`src/rtl/stim_resp_sequencer.sv`:
```
// LFSR stimulus generator with MISR response compaction for a combinational netlist under test.
// Optional macro GOLDEN_CMP_EN adds a registered pass_o flag comparing the final signature to GOLDEN.
module stim_resp_sequencer #(
  parameter int          NPAT   = 256,
  parameter logic [13:0] SEED   = 14'h2A5B,
  parameter logic [15:0] GOLDEN = 16'h0000
) (
  input  logic        clk,
  input  logic        rst,
  input  logic        start,
  output logic [13:0] pat_o,
  output logic        pat_vld,
  input  logic [7:0]  resp_i,
  output logic        busy,
  output logic        done,
  output logic [15:0] sig_o
`ifdef GOLDEN_CMP_EN
  ,
  output logic        pass_o
`endif
);

  typedef enum logic [1:0] {
    IDLE = 2'd0,
    RUN  = 2'd1,
    DONE = 2'd2
  } state_t;

  localparam logic [15:0] LAST_CNT = 16'(NPAT - 1);

  // Fibonacci LFSR, x^14+x^13+x^12+x^2+1
  function automatic logic [13:0] lfsr_step(input logic [13:0] v);
    return {v[12:0], v[13] ^ v[12] ^ v[11] ^ v[1]};
  endfunction

  // MISR, x^16+x^15+x^13+x^4+1, folding in one 8-bit response
  function automatic logic [15:0] misr_step(input logic [15:0] s, input logic [7:0] r);
    return {s[14:0], s[15] ^ s[14] ^ s[12] ^ s[3]} ^ {8'h00, r};
  endfunction

  state_t      state_r, state_nxt_s;
  logic [13:0] lfsr_r, lfsr_nxt_s;
  logic [15:0] sig_r, sig_nxt_s;
  logic [15:0] cnt_r, cnt_nxt_s;
  logic [13:0] pat_r;
  logic        pat_vld_r;
  logic        busy_r;
  logic        done_r;

  // Next-state, LFSR, MISR and counter update
  always_comb begin
    state_nxt_s = state_r;
    lfsr_nxt_s  = lfsr_r;
    sig_nxt_s   = sig_r;
    cnt_nxt_s   = cnt_r;
    case (state_r)
      IDLE: begin
        if (start) begin
          state_nxt_s = RUN;
          lfsr_nxt_s  = SEED;
          sig_nxt_s   = 16'h0000;
          cnt_nxt_s   = 16'h0000;
        end else begin
          state_nxt_s = IDLE;
        end
      end
      RUN: begin
        // resp_i belongs to the pattern currently on pat_o, so it is folded in at this edge
        lfsr_nxt_s = lfsr_step(lfsr_r);
        sig_nxt_s  = misr_step(sig_r, resp_i);
        cnt_nxt_s  = cnt_r + 16'd1;
        if (cnt_r == LAST_CNT) begin
          state_nxt_s = DONE;
        end else begin
          state_nxt_s = RUN;
        end
      end
      DONE: begin
        state_nxt_s = IDLE;
      end
      default: begin
        state_nxt_s = IDLE;
      end
    endcase
  end

  // State and datapath registers
  always_ff @(posedge clk) begin
    if (rst) begin
      state_r <= IDLE;
      lfsr_r  <= SEED;
      sig_r   <= 16'h0000;
      cnt_r   <= 16'h0000;
    end else begin
      state_r <= state_nxt_s;
      lfsr_r  <= lfsr_nxt_s;
      sig_r   <= sig_nxt_s;
      cnt_r   <= cnt_nxt_s;
    end
  end

  // Output registers, loaded from the next state so they line up with state_r
  always_ff @(posedge clk) begin
    if (rst) begin
      pat_r     <= 14'h0000;
      pat_vld_r <= 1'b0;
      busy_r    <= 1'b0;
      done_r    <= 1'b0;
    end else begin
      pat_r     <= (state_nxt_s == RUN) ? lfsr_nxt_s : 14'h0000;
      pat_vld_r <= (state_nxt_s == RUN);
      busy_r    <= (state_nxt_s == RUN);
      done_r    <= (state_nxt_s == DONE);
    end
  end

  assign pat_o   = pat_r;
  assign pat_vld = pat_vld_r;
  assign busy    = busy_r;
  assign done    = done_r;
  assign sig_o   = sig_r;

`ifdef GOLDEN_CMP_EN
  logic pass_r, pass_nxt_s;

  // Pass flag: cleared at run start, captured from the final signature at run end
  always_comb begin
    pass_nxt_s = pass_r;
    if ((state_r == IDLE) && (state_nxt_s == RUN)) begin
      pass_nxt_s = 1'b0;
    end else if ((state_r == RUN) && (state_nxt_s == DONE)) begin
      pass_nxt_s = (sig_nxt_s == GOLDEN);
    end else begin
      pass_nxt_s = pass_r;
    end
  end

  // Pass flag register
  always_ff @(posedge clk) begin
    if (rst) begin
      pass_r <= 1'b0;
    end else begin
      pass_r <= pass_nxt_s;
    end
  end

  assign pass_o = pass_r;
`else
  logic unused_golden_s;
  assign unused_golden_s = ^GOLDEN;
`endif

endmodule

```
`config.mk`:
```
export PLATFORM = sky130hd
export DESIGN_NAME = stim_resp_sequencer
export DESIGN_NICKNAME = d
export VERILOG_FILES = /design/src/rtl/stim_resp_sequencer.sv
export SDC_FILE = /design/constraint.sdc
export NUM_CORES = 1
export LEC_CHECK = 0
export ABC_AREA = 1
export BUFFER_PORTS_ARGS = -buffer_cell sky130_fd_sc_hd__buf_2
export CAP_MARGIN = 10
export CORE_ASPECT_RATIO = 1.2
export CORE_MARGIN = 2
export CORE_UTILIZATION = 59
export DETAILED_ROUTE_END_ITERATION = 10
export GPL_ROUTABILITY_DRIVEN = 0
export PLACE_DENSITY = 0.87
export SYNTH_ARGS = -nofsm -noshare
export SYNTH_HDL_FRONTEND = slang
export SYNTH_SLANG_ARGS = --single-unit
export TNS_END_PERCENT = 10
```
`constraint.sdc`:
```
create_clock -name clk -period 3.15 [get_ports clk]
set_input_delay 0 -clock clk [delete_from_list [all_inputs] [get_ports clk]]
set_output_delay 0 -clock clk [all_outputs]
set_load 0.01 [all_outputs]
```
-- After elaboration in Yosys (flattened, before gate mapping)
Cells that the tools add are included.
- eq/ne operators: 5
- reductions and logical operators: 4
- multiplexer cells: 8
- $add $sub $neg: 1
- bitwise operators: 8
- operators by type and width (operator ; count):
    $pmux 16 s2 ; 2
    $pmux 14 s2 ; 1
    $add 16x1->16 const B ; 1
    $eq 16x8->1 const B ; 1
    $mux 16 ; 1
    $xor 16x8->16 ; 1
    $mux 14 ; 1
    $xor 1x1->1 ; 6
    $eq 2x1->1 const B ; 2
    $pmux 2 s2 ; 1
    $eq 2x2->1 const B ; 1
    $logic_not 2->1 ; 1
    $mux 2 ; 1
    $ne 2x2->1 const B ; 1
    $reduce_and 2->1 ; 1
    $reduce_bool 2->1 ; 1
    $reduce_or 2->1 ; 1
    $mux 1 ; 1
    $not 1->1 ; 1
- bits of input ports: 11
- output and inout bits: 33
- bits in registers: 64
- word-level logic and storage cells: 33

-- Longest topological paths before layout
Gate-level depths: netlist (run 1).
- depth in word-level cells: 6
- depth in mapped cells: 9
- gate-level depth less buffers: 9

-- Least setup slack after synthesis (run 1)
No wires, ideal clock.
- kind: register to register
- start point: register cnt_r[0]
- end point: register pat_r[10], in the netlist pat_o[10]
- setup slack: 1.652 ns
- setup time: 0.121 ns
- cell stages (with the launch flop): 10
- data arrival time: 1.377 ns
- period minus slack after synthesis: 1.498 ns
- buffers on the path: 1
- data required time: 3.029 ns
- cells stage by stage: dfxtp_1 ha_1 nand2_2 nor2_4 nand2_4 nor2_8 nand3_4 o21ai_4 buf_8 nor2_2
- word-level cells in the longest chain between the ends: 6
- ends and longest elaborated chain (element ; RTL line ; RTL):
    start, declared ; 44 ; logic [15:0] cnt_r, cnt_nxt_s;
    start signal, assigned ; 98 ; cnt_r <= cnt_nxt_s;
    $eq 16x8->1 ; 72 ; if (cnt_r == LAST_CNT) begin
    $mux 2 ; 72 ;
    $pmux 2 s2 ; 56 ; case (state_r)
    $eq 2x1->1 ; 110 ; pat_r <= (state_nxt_s == RUN) ? lfsr_nxt_s : 14'h0000;
    $not 1->1 (no line) ; n/a ;
    $reduce_or 2->1 (no line) ; n/a ;
    end signal, assigned ; 110 ;
    end, declared ; 45 ; logic [13:0] pat_r;
Every way passes these cells.
A chain may end at the register's enable or synchronous reset.

-- Final worst setup path (run 1)
- start point: register state_r[1]
- end point: register pat_r[4], in the netlist pat_o[4]
- word-level cells in the longest chain between the ends: 5
- elaborated cells on any way between the ends: 7
- classes of those cells: eq/ne (2); mux (2); bitwise (1); reduce/logical (2)
- ends and longest elaborated chain (element ; RTL line ; RTL):
    start, declared ; 41 ; state_t state_r, state_nxt_s;
    start signal, assigned ; 95 ; state_r <= state_nxt_s;
    $eq 2x1->1 / $logic_not 2->1 (equally long branches) ; 56 ;
    $pmux 2 s2 ; 56 ;
    $eq 2x1->1 ; 110 ;
    $not 1->1 (no line) ; n/a ;
    $reduce_or 2->1 (no line) ; n/a ;
Several ways; a longest one is shown, not always the timed one.

==> results.toml, run 1 <==
[sta]
fmax_mhz = 450
rsz0062_at_grt = "false"
setup_viol = 0
fin_skew_ns = 0.00686
worst_pin_slew_ns = 0.740
fin_hold_ws_ns = 0.0197
slew_headroom_pct = 50.6
final.min_clock_period_ns = 2.22
setup_ws_ns = 0.927
fin_crit_sh_pct = 70.6
hold_viol_final = 0
setup_tns_ns = 0
slew_violations = 0

[floorplan]
die_h_um = 75.9
die_w_um = 63.9
start_util_pct = 60.6
rows = 26
ios = 44
core_um2 = 4200
dieArea_um2 = 4850

[place]
hpwl_mm = 3.49
pre_cts_ws_ns = 0.956
place_inst = 399
io_buffer_count = 43
placed_area_um2 = 2740

[cts]
cts_tree = "done"
cts_made_buffers = 9
cts_resized = 0
cts_buffer_depth = 2
ctsHtreeMaxLevel = 3
numClockSinks = 64
clk_latency_ns = 0.34
cts-root-buf = "clkbuf_8"
clkSlewWorstSetupHoldPaths_ns = 0.07

[layout]
num-fill-cells = 303
drive_above_1_share_pct = 21.6
nets = 373
final_area_um2 = 3030
syn_to_final_growth_pct = 19.2
stdcell_count = 422
n_antenna_cell = 0

[global_routing]
grt_usage_pct = 25.0
overflow = 0
grt_pass1_wl_mm = 9.41
grt_max_degree = 29
grt_pass1_vias = 2087
antenna_found_initial = 0

[route]
first_pass_iters = 4
dr.first_iter.drc_count = 222
avgViaCountPerCell = 5.27
vias = 2224
routed_wl_mm = 5.59
detail_route.wl_per_cell_um = 13.2
drcViolationCount = 0
ant_nets = 0

[critical_path]
crit_fanout = 26
r2r_slack_ns = 0.93
arrival_ns = 2.43
start_kind = "register"
reg2regPathDepth = 7
worstPathRequired_ns = 3.35
crit_type = "register to register"
cp-end-kind = "register"

[hold_path]
hp-class = "primary input to register"
whs_path_depth = 3

[yosys]
synthCells = 312
async_flop_share_pct = 0
ys.flop_type = "dfxtp_1"
synth_area_leaders = "dfxtp_1 50%, nand2_1 9.6%, nor2_1 5.8%"
synth_edf_count = 0
yosysTopAreaCell = "dfxtp_1"
synth_top_area_share_pct = 50.4
synth_warnings = 0
yosys_register_bits = 64
synth_area_um2 = 2540
syn_avg_cell_area_um2 = 8.15
syn-num-nets = 324
synth.distinct_cells = 35
synth-seq-area-share_pct = 50.4

[power]
p_seq_share_pct = 49.1
p_leak_uw = 0.00135
p_per_area_nw_per_um2 = 577
clkPwrFrac_pct = 42.6
power_frac_comb_pct = 8.2
p_sw_uw = 426
swShare_pct = 24.3
ir_drop_mv = 0.373
p_int_uw = 1320

[run_status]
outcome = "completed"

[job]
cap_violations = 0
## Yosys cell counts, drive strengths merged, types with 2 or more instances
| master | n |
|---|---|
| xnor2 | 2 |
| a22oi | 12 |
| o22ai | 8 |
| nand4 | 2 |
| o21ai | 9 |
| xor2 | 5 |
| clkbuf | 3 |
| nand3 | 13 |
| buf | 9 |
| dfxtp | 64 |
| inv | 30 |
| nor3 | 7 |
| nor2 | 50 |
| nand2 | 68 |
| a21oi | 20 |
## cell type report
cell class | instances | area [um^2] | share of cell area [%]
flip-flops and latches | 64 | 1280 | 42.3
multi-input cells | 206 | 1060 | 35.1
repair buffers | 50 | 285 | 9.41
clock buffers | 12 | 165 | 5.45
inverters | 30 | 113 | 3.72
well taps | 56 | 70.1 | 2.31
clock inverters | 4 | 51.3 | 1.69
## critical path, stage by stage, from the launching register on
cell	delay (ns)
dfxtp_1	0.32
inv_1	0.06
nand2_1	0.44
nand2_2	0.37
inv_2	0.44
nor2_2	0.09
o21ai_4	0.24
nor2_1	0.12
## power by group through the flow
| stage | Clock [uW] | Sequential [uW] | Combinational [uW] |
|---|---|---|---|
| CTS | 751 | 859 | 144 |
| finish | 746 | 859 | 144 |
| detailed placement | 0 | 877 | 135 |
| floorplan | 0 | 884 | 91.3 |
| global placement | 0 | 876 | 132 |
| global route | 787 | 862 | 160 |
## through the flow
stage / utilization [%] / total power, uW
floorplan: - / 975
finish: 72.2 / 1750
detailed placement: 65.4 / 1010
global placement: 65.4 / 1010
global route: 72.2 / 1810
CTS: 72.2 / 1750
## layer usage
metal	wire [um]	track usage [%]	share of wire, %
met5	0	0	0
met1	2420	29.5	43
met2	2770	41.9	50
met3	284	5.93	5.1
met4	116	12.6	2.1
## what timing repair did
action                                 in CTS  in global routing
hold buffers                                7                  0
setup buffers                               0                  0
endpoints found under the hold margin       7                  0
## cells in the final DEF (no fill, tap or decap), types with 2 or more instances in the layout
cell / count
nand2_1: 65
o22ai_1: 8
nand4_1: 2
o21ai_0: 8
inv_1: 26
a21oi_1: 20
inv_2: 4
nor3_1: 7
clkbuf_8: 12
nand2_2: 2
xor2_1: 5
nor2_1: 39
dlygate4sd3_1: 7
xnor2_1: 2
nor2_2: 9
nand3_1: 12
dfxtp_1: 64
a22oi_1: 12
buf_2: 43
## cells by family (layout without fill, tap and decap cells)
logic type                 Yosys count  after routing  share of synthesized area [%]
xor gates and xnor gates             7              7                           2.41
adders and majority gates            1              1                          0.492
buffers and inverters               42             96                           7.73
DFF                                 64             64                           50.4
AOI/OAI and AO/OA                   57             57                           14.1
and+or+nand+nor                    141            141                           24.9
## flip-flops by register name (all words and copies together), names as in the netlist
register  flops
cnt_r        16
sig_o        16
lfsr_r       14
pat_o        14
state_r       2
busy          1
done          1
## final timing paths
kind / startpoint / to
worst max-delay path: state_r[1] / pat_o[4]
worst min-delay path: resp_i[5] / sig_o[5]
worst max register to register: state_r[1] / pat_o[4]
worst min register to register: lfsr_r[5] / lfsr_r[5]
No activity file was read; power rests on OpenSTA's default activity.
==> run 2: changes to the inputs <==
Settings changed: CORE_UTILIZATION 59 to 55, PLACE_DENSITY 0.87 to 0.82.
Clock period 3.15 ns to 2.3 ns, I/O delays scaled along.
==> run 2 against run 1 <==
  * Flip-flop and latch count is the same
  * First-iteration DRC count down 35%
  * Sequential power rose by 37%
  * Register-to-register slack worse by 0.42 ns
  * Hold slack better by 0.11 ns
  * Via count fell by 1.5%
  * Critical endpoint unchanged
  * Global-route usage fell by 2.5 points
  * Highest routed layer unchanged
==> results.toml, run 2 (same netlist as run 1, synthesis figures left out) <==
[run_status]
outcome = "completed"

[layout]
drive_above_1_share_pct = 22.1
num-fill-cells = 384
final_area_um2 = 3050
n_antenna_cell = 0
mostFrequentLayoutCell = "nand2_1"
final_cell_mix = "65 x nand2_1, 64 x dfxtp_1, 43 x buf_2, 39 x nor2_1, 26 x inv_1"
syn_to_final_growth_pct = 20.1
nets = 378

[route]
detail_route.wl_per_cell_um = 12.5
ant_nets = 0
routed_wl_mm = 5.35
dr.first_iter.drc_count = 145
first_pass_iters = 4
vias = 2191
avgViaCountPerCell = 5.11
drcViolationCount = 0

[power]
p_leak_uw = 0.00137
p_per_area_nw_per_um2 = 763
ir_drop_mv = 0.556

[cts]
ctsHtreeMaxLevel = 3
postCtsSetupBuffers = 0
numClockSinks = 64
cts_resized = 0
clkSlewWorstSetupHoldPaths_ns = 0.07
cts_made_buffers = 9
cts-root-buf = "clkbuf_8"
cts_buffer_depth = 2
clk_latency_ns = 0.34
cts_tree = "done"

[critical_path]
cp_cell_sequence = "ha_1, nand2_2, nor2_4, nand2_4, nor2_8, nand3_4, o21ai_4, nor2_1"
timing.rr.start = "cnt_r[0]"
crit_type = "register to register"
worstPathRequired_ns = 2.50
regToRegEndpoint = "pat_o[4]"
start_kind = "register"
slowest_delay_ns = 0.48
cp-end-kind = "register"
arrival_ns = 1.99
crit_fanout = 16
r2r_slack_ns = 0.51
cpMaxStageDelayCell = "o21ai_4"
reg2regPathDepth = 8

[sta]
final.min_clock_period_ns = 1.79
fmax_mhz = 559
worst_pin_slew_ns = 0.573
setup_viol = 0
slew_violations = 0
hold_viol_final = 0
fin_skew_ns = 0.00778
setup_tns_ns = 0
slew_headroom_pct = 61.6
rsz0062_at_grt = "false"
fin_crit_sh_pct = 77.7

[hold_path]
whs_path_depth = 2
hold_start = "rst"
min_to = "sig_o[12]"
hp-class = "primary input to register"

[place]
hpwl_mm = 3.54
placed_area_um2 = 2780
io_buffer_count = 43

[global_routing]
grt_usage_pct = 22.6
grt_pass1_wl_mm = 8.82
grt_pass1_vias = 2031
overflow = 0
grt_max_degree = 29
antenna_found_initial = 0

[floorplan]
ios = 44
start_util_pct = 56.2
die_w_um = 66.1
rows = 27
dieArea_um2 = 5180
core_um2 = 4530
die_h_um = 78.5

[job]
cap_violations = 0
[run 2: layout make-up]
cell class | instances | area [um^2] | area share [%]
Tap cell | 58 | 72.6 | 2.38
Timing Repair Buffer | 55 | 325 | 10.7
Sequential cell | 64 | 1280 | 42.0
Inverter | 30 | 113 | 3.69
Clock inverter | 5 | 56.3 | 1.84
Clock buffer | 11 | 141 | 4.63
Multi-Input combinational cell | 206 | 1060 | 34.9
[run 2: repair_timing]
| action | 4_1_cts | 5_1_grt |
|---|---|---|
| hold buffers | 8 | 0 |
| endpoints found under the hold margin | 8 | 0 |
| setup endpoints to repair | 0 | 0 |
[run 2: worst max path at each step]
stage | start | endpoint | cells past startpoint
finish | cnt_r[0] | pat_o[4] | 8
global route | state_r[1] | pat_o[4] | 7
CTS | cnt_r[0] | pat_o[4] | 8
detailed placement | cnt_r[0] | pat_o[4] | 8
global placement | cnt_r[0] | pat_o[3] | 8
floorplan | cnt_r[0] | pat_o[10] | 9
[run 2: power by group]
| group | switching [uW] | total [uW] | internal [uW] |
|---|---|---|---|
| Clock | 423 | 951 | 528 |
| Sequential | 23.4 | 1180 | 1150 |
| Combinational | 127 | 206 | 78.8 |
[run 2: stage by stage]
step	instances	utilization (%)	setup WS (ns)	total power [uW]	hold slack [ns]
after floorplan	312	-	0.802	1340	0.187
final	429	67.5	0.512	2330	0.125
after CTS	429	67.5	0.495	2350	0.109
after global routing	429	67.5	0.379	2440	0.144
after detailed placement	405	61.3	0.518	1390	0.300
after global placement	405	61.3	0.611	1390	0.287
[run 2: worst max-delay path, delay by kind of cell, from the launching register on]
family	cells	cell delay, ns
AND/OR/NAND/NOR	6	0.60
AO/OA/AOI/OAI	1	0.48
flip-flops	1	0.37
adder cells (fa/ha/maj)	1	0.20
[run 2: routing by layer]
layer | vias up | global-route usage, % | share of wire, %
met5 | - | 0 | 0
met4 | 0 | 9.59 | 1.7
met3 | 7 | 7.45 | 6.4
met2 | 75 | 37.8 | 48
met1 | 974 | 26.1 | 44
li1 | 1135 | - | -
==> run 3: changes to the inputs <==
Clock period 2.3 ns to 1.67 ns, I/O delays scaled along.
==> run 3 against run 2 <==
  * Utilization grew 2.2 points
  * Flip-flop and latch count is the same
  * Cell count grew 0.93%
  * Combinational power grew 46%
  * Global-route usage shrank 0.57 points
==> results.toml, run 3 (same netlist as run 1, synthesis figures left out) <==
[run_status]
outcome = "completed"

[cts]
clk_latency_ns = 0.35
ctsHtreeMaxLevel = 3
cts-root-buf = "clkbuf_8"
cts_buffer_depth = 2
cts_tree = "done"
postCtsSetupBuffers = 0
numClockSinks = 64
clkSlewWorstSetupHoldPaths_ns = 0.08
cts_made_buffers = 9

[floorplan]
die_h_um = 78.5
dieArea_um2 = 5180
core_um2 = 4530
ios = 44
rows = 27
start_util_pct = 56.2
die_w_um = 66.1

[sta]
hold_viol_final = 0
final.min_clock_period_ns = 1.53
fin_skew_ns = 0.00980
rsz0062_at_grt = "false"
setup_viol = 0
fin_crit_sh_pct = 91.8
slew_violations = 0
slew_headroom_pct = 64.0
fmax_mhz = 653
worst_pin_slew_ns = 0.539
setup_tns_ns = 0

[critical_path]
path_buf_inv = 1
slowest_delay_ns = 0.36
reg2regPathDepth = 9
cp-end-kind = "register"
crit_type = "register to register"
r2r_slack_ns = 0.14
worstPathRequired_ns = 1.90
start_kind = "register"
cp_cell_sequence = "ha_1, nand2_2, nor2_4, nand2_4, nor2_8, nand3_4, o21ai_4, buf_12, nor2_1"
cpMaxStageDelayCell = "dfxtp_2"
crit_fanout = 16
cpLargestDelayFamily = "simple AND/OR/NAND/NOR gates"
regToRegEndpoint = "pat_o[3]"
arrival_ns = 1.77
timing.rr.start = "cnt_r[0]"

[layout]
drive_above_1_share_pct = 23.5
syn_to_final_growth_pct = 24.0
final_area_um2 = 3150
final_cell_mix = "65 x nand2_1, 63 x dfxtp_1, 43 x buf_2, 39 x nor2_1, 26 x inv_1"
mostFrequentLayoutCell = "nand2_1"
nets = 382
n_antenna_cell = 0

[route]
top_layer = "met4"
drt-met1-wl_mm = 2.43
routed_wl_mm = 5.46
drcViolationCount = 0
vias = 2252
ant_nets = 0
avgViaCountPerCell = 5.20
routed-wl-met3_um = 282
first_pass_iters = 5
detail_route.wl_per_cell_um = 12.6
dr.first_iter.drc_count = 74
met2_wirelength_mm = 2.63

[hold_path]
whs_path_depth = 2
hp-class = "primary input to register"
hold_start = "rst"
min_to = "lfsr_r[7]"

[global_routing]
grt_usage_pct = 22.0
overflow = 0
grt_pass1_vias = 1994
grt_max_degree = 25
antenna_found_initial = 0
grt_pass1_wl_mm = 8.79

[job]
cap_violations = 0

[power]
p_leak_uw = 0.00141
ir_drop_mv = 1.10
p_per_area_nw_per_um2 = 1140

[place]
placed_area_um2 = 2820
hpwl_mm = 3.57
io_buffer_count = 43
## run 3: cell types whose count changed in the layout (fill, tap and decap cells not counted)
| cell | change |
|---|---|
| dfxtp_2 | +1 |
| clkinv_2 | -2 |
| buf_12 | +1 |
| buf_4 | +3 |
| clkbuf_1 | -1 |
| inv_6 | +1 |
| bufinv_16 | +2 |
| dfxtp_1 | -1 |
## run 3: power by group
group          leakage, uW  internal [uW]  switching [uW]  total [uW]
Sequential        0.000523           1590            33.4        1620
Clock             0.000123           1040             626        1660
Combinational     0.000768            120             181         301
Total              0.00141           2750             840        3590
## run 3: routing by layer
metal	vias to the layer above	track usage (%)
met2	71	37.7
met1	1029	26.1
li1	1144	-
met4	0	10.4
met3	8	4.30
met5	-	0
## run 3: worst max-delay path by stage
stage	endpoint	from	cells after the start	slack [ns]
6_report	pat_o[3]	cnt_r[0]	9	0.14
5_1_grt	pat_o[0]	cnt_r[1]	9	0.03
4_1_cts	pat_o[3]	cnt_r[0]	9	0.11
3_5_place_dp	pat_o[3]	cnt_r[0]	9	0.11
3_3_place_gp	pat_o[1]	cnt_r[0]	9	0.18
2_1_floorplan	pat_o[10]	cnt_r[0]	9	0.17
## run 3: layout make-up
type,count,area [um^2]
repair buffers,59,368
fillers,363,1370
flip-flops and latches,64,1280
well taps,58,72.6
inverters,30,113
clock buffers,10,138
multi-input cells,206,1060
clock inverters,6,115
## run 3: timing repair
item | CTS | global route
hold buffers | 8 | 0
gates resized for setup | 0 | 1
endpoints found under the hold margin | 8 | 0
setup endpoints to repair | 0 | 1
## run 3: through the flow
stage          power [uW]  instances  utilization (%)  hold slack (ns)  setup WS [ns]
2_1_floorplan        1840        312                -            0.187          0.172
3_3_place_gp         1930        409             62.3            0.294          0.178
3_5_place_dp         1940        409             62.3            0.295          0.115
4_1_cts              3600        433             69.6           0.0116          0.107
5_1_grt              3700        433             69.7           0.0301         0.0292
6_report             3590        433             69.7           0.0149          0.138
## run 3: worst reg2reg max path, delay by kind of cell, from the launching register on
kind,cells,cell delay (ns)
flip-flops,1,0.36
adder cells (fa/ha/maj),1,0.18
AO/OA/AOI/OAI,1,0.16
AND/OR/NAND/NOR,6,0.56
buffers and inverters,1,0.17
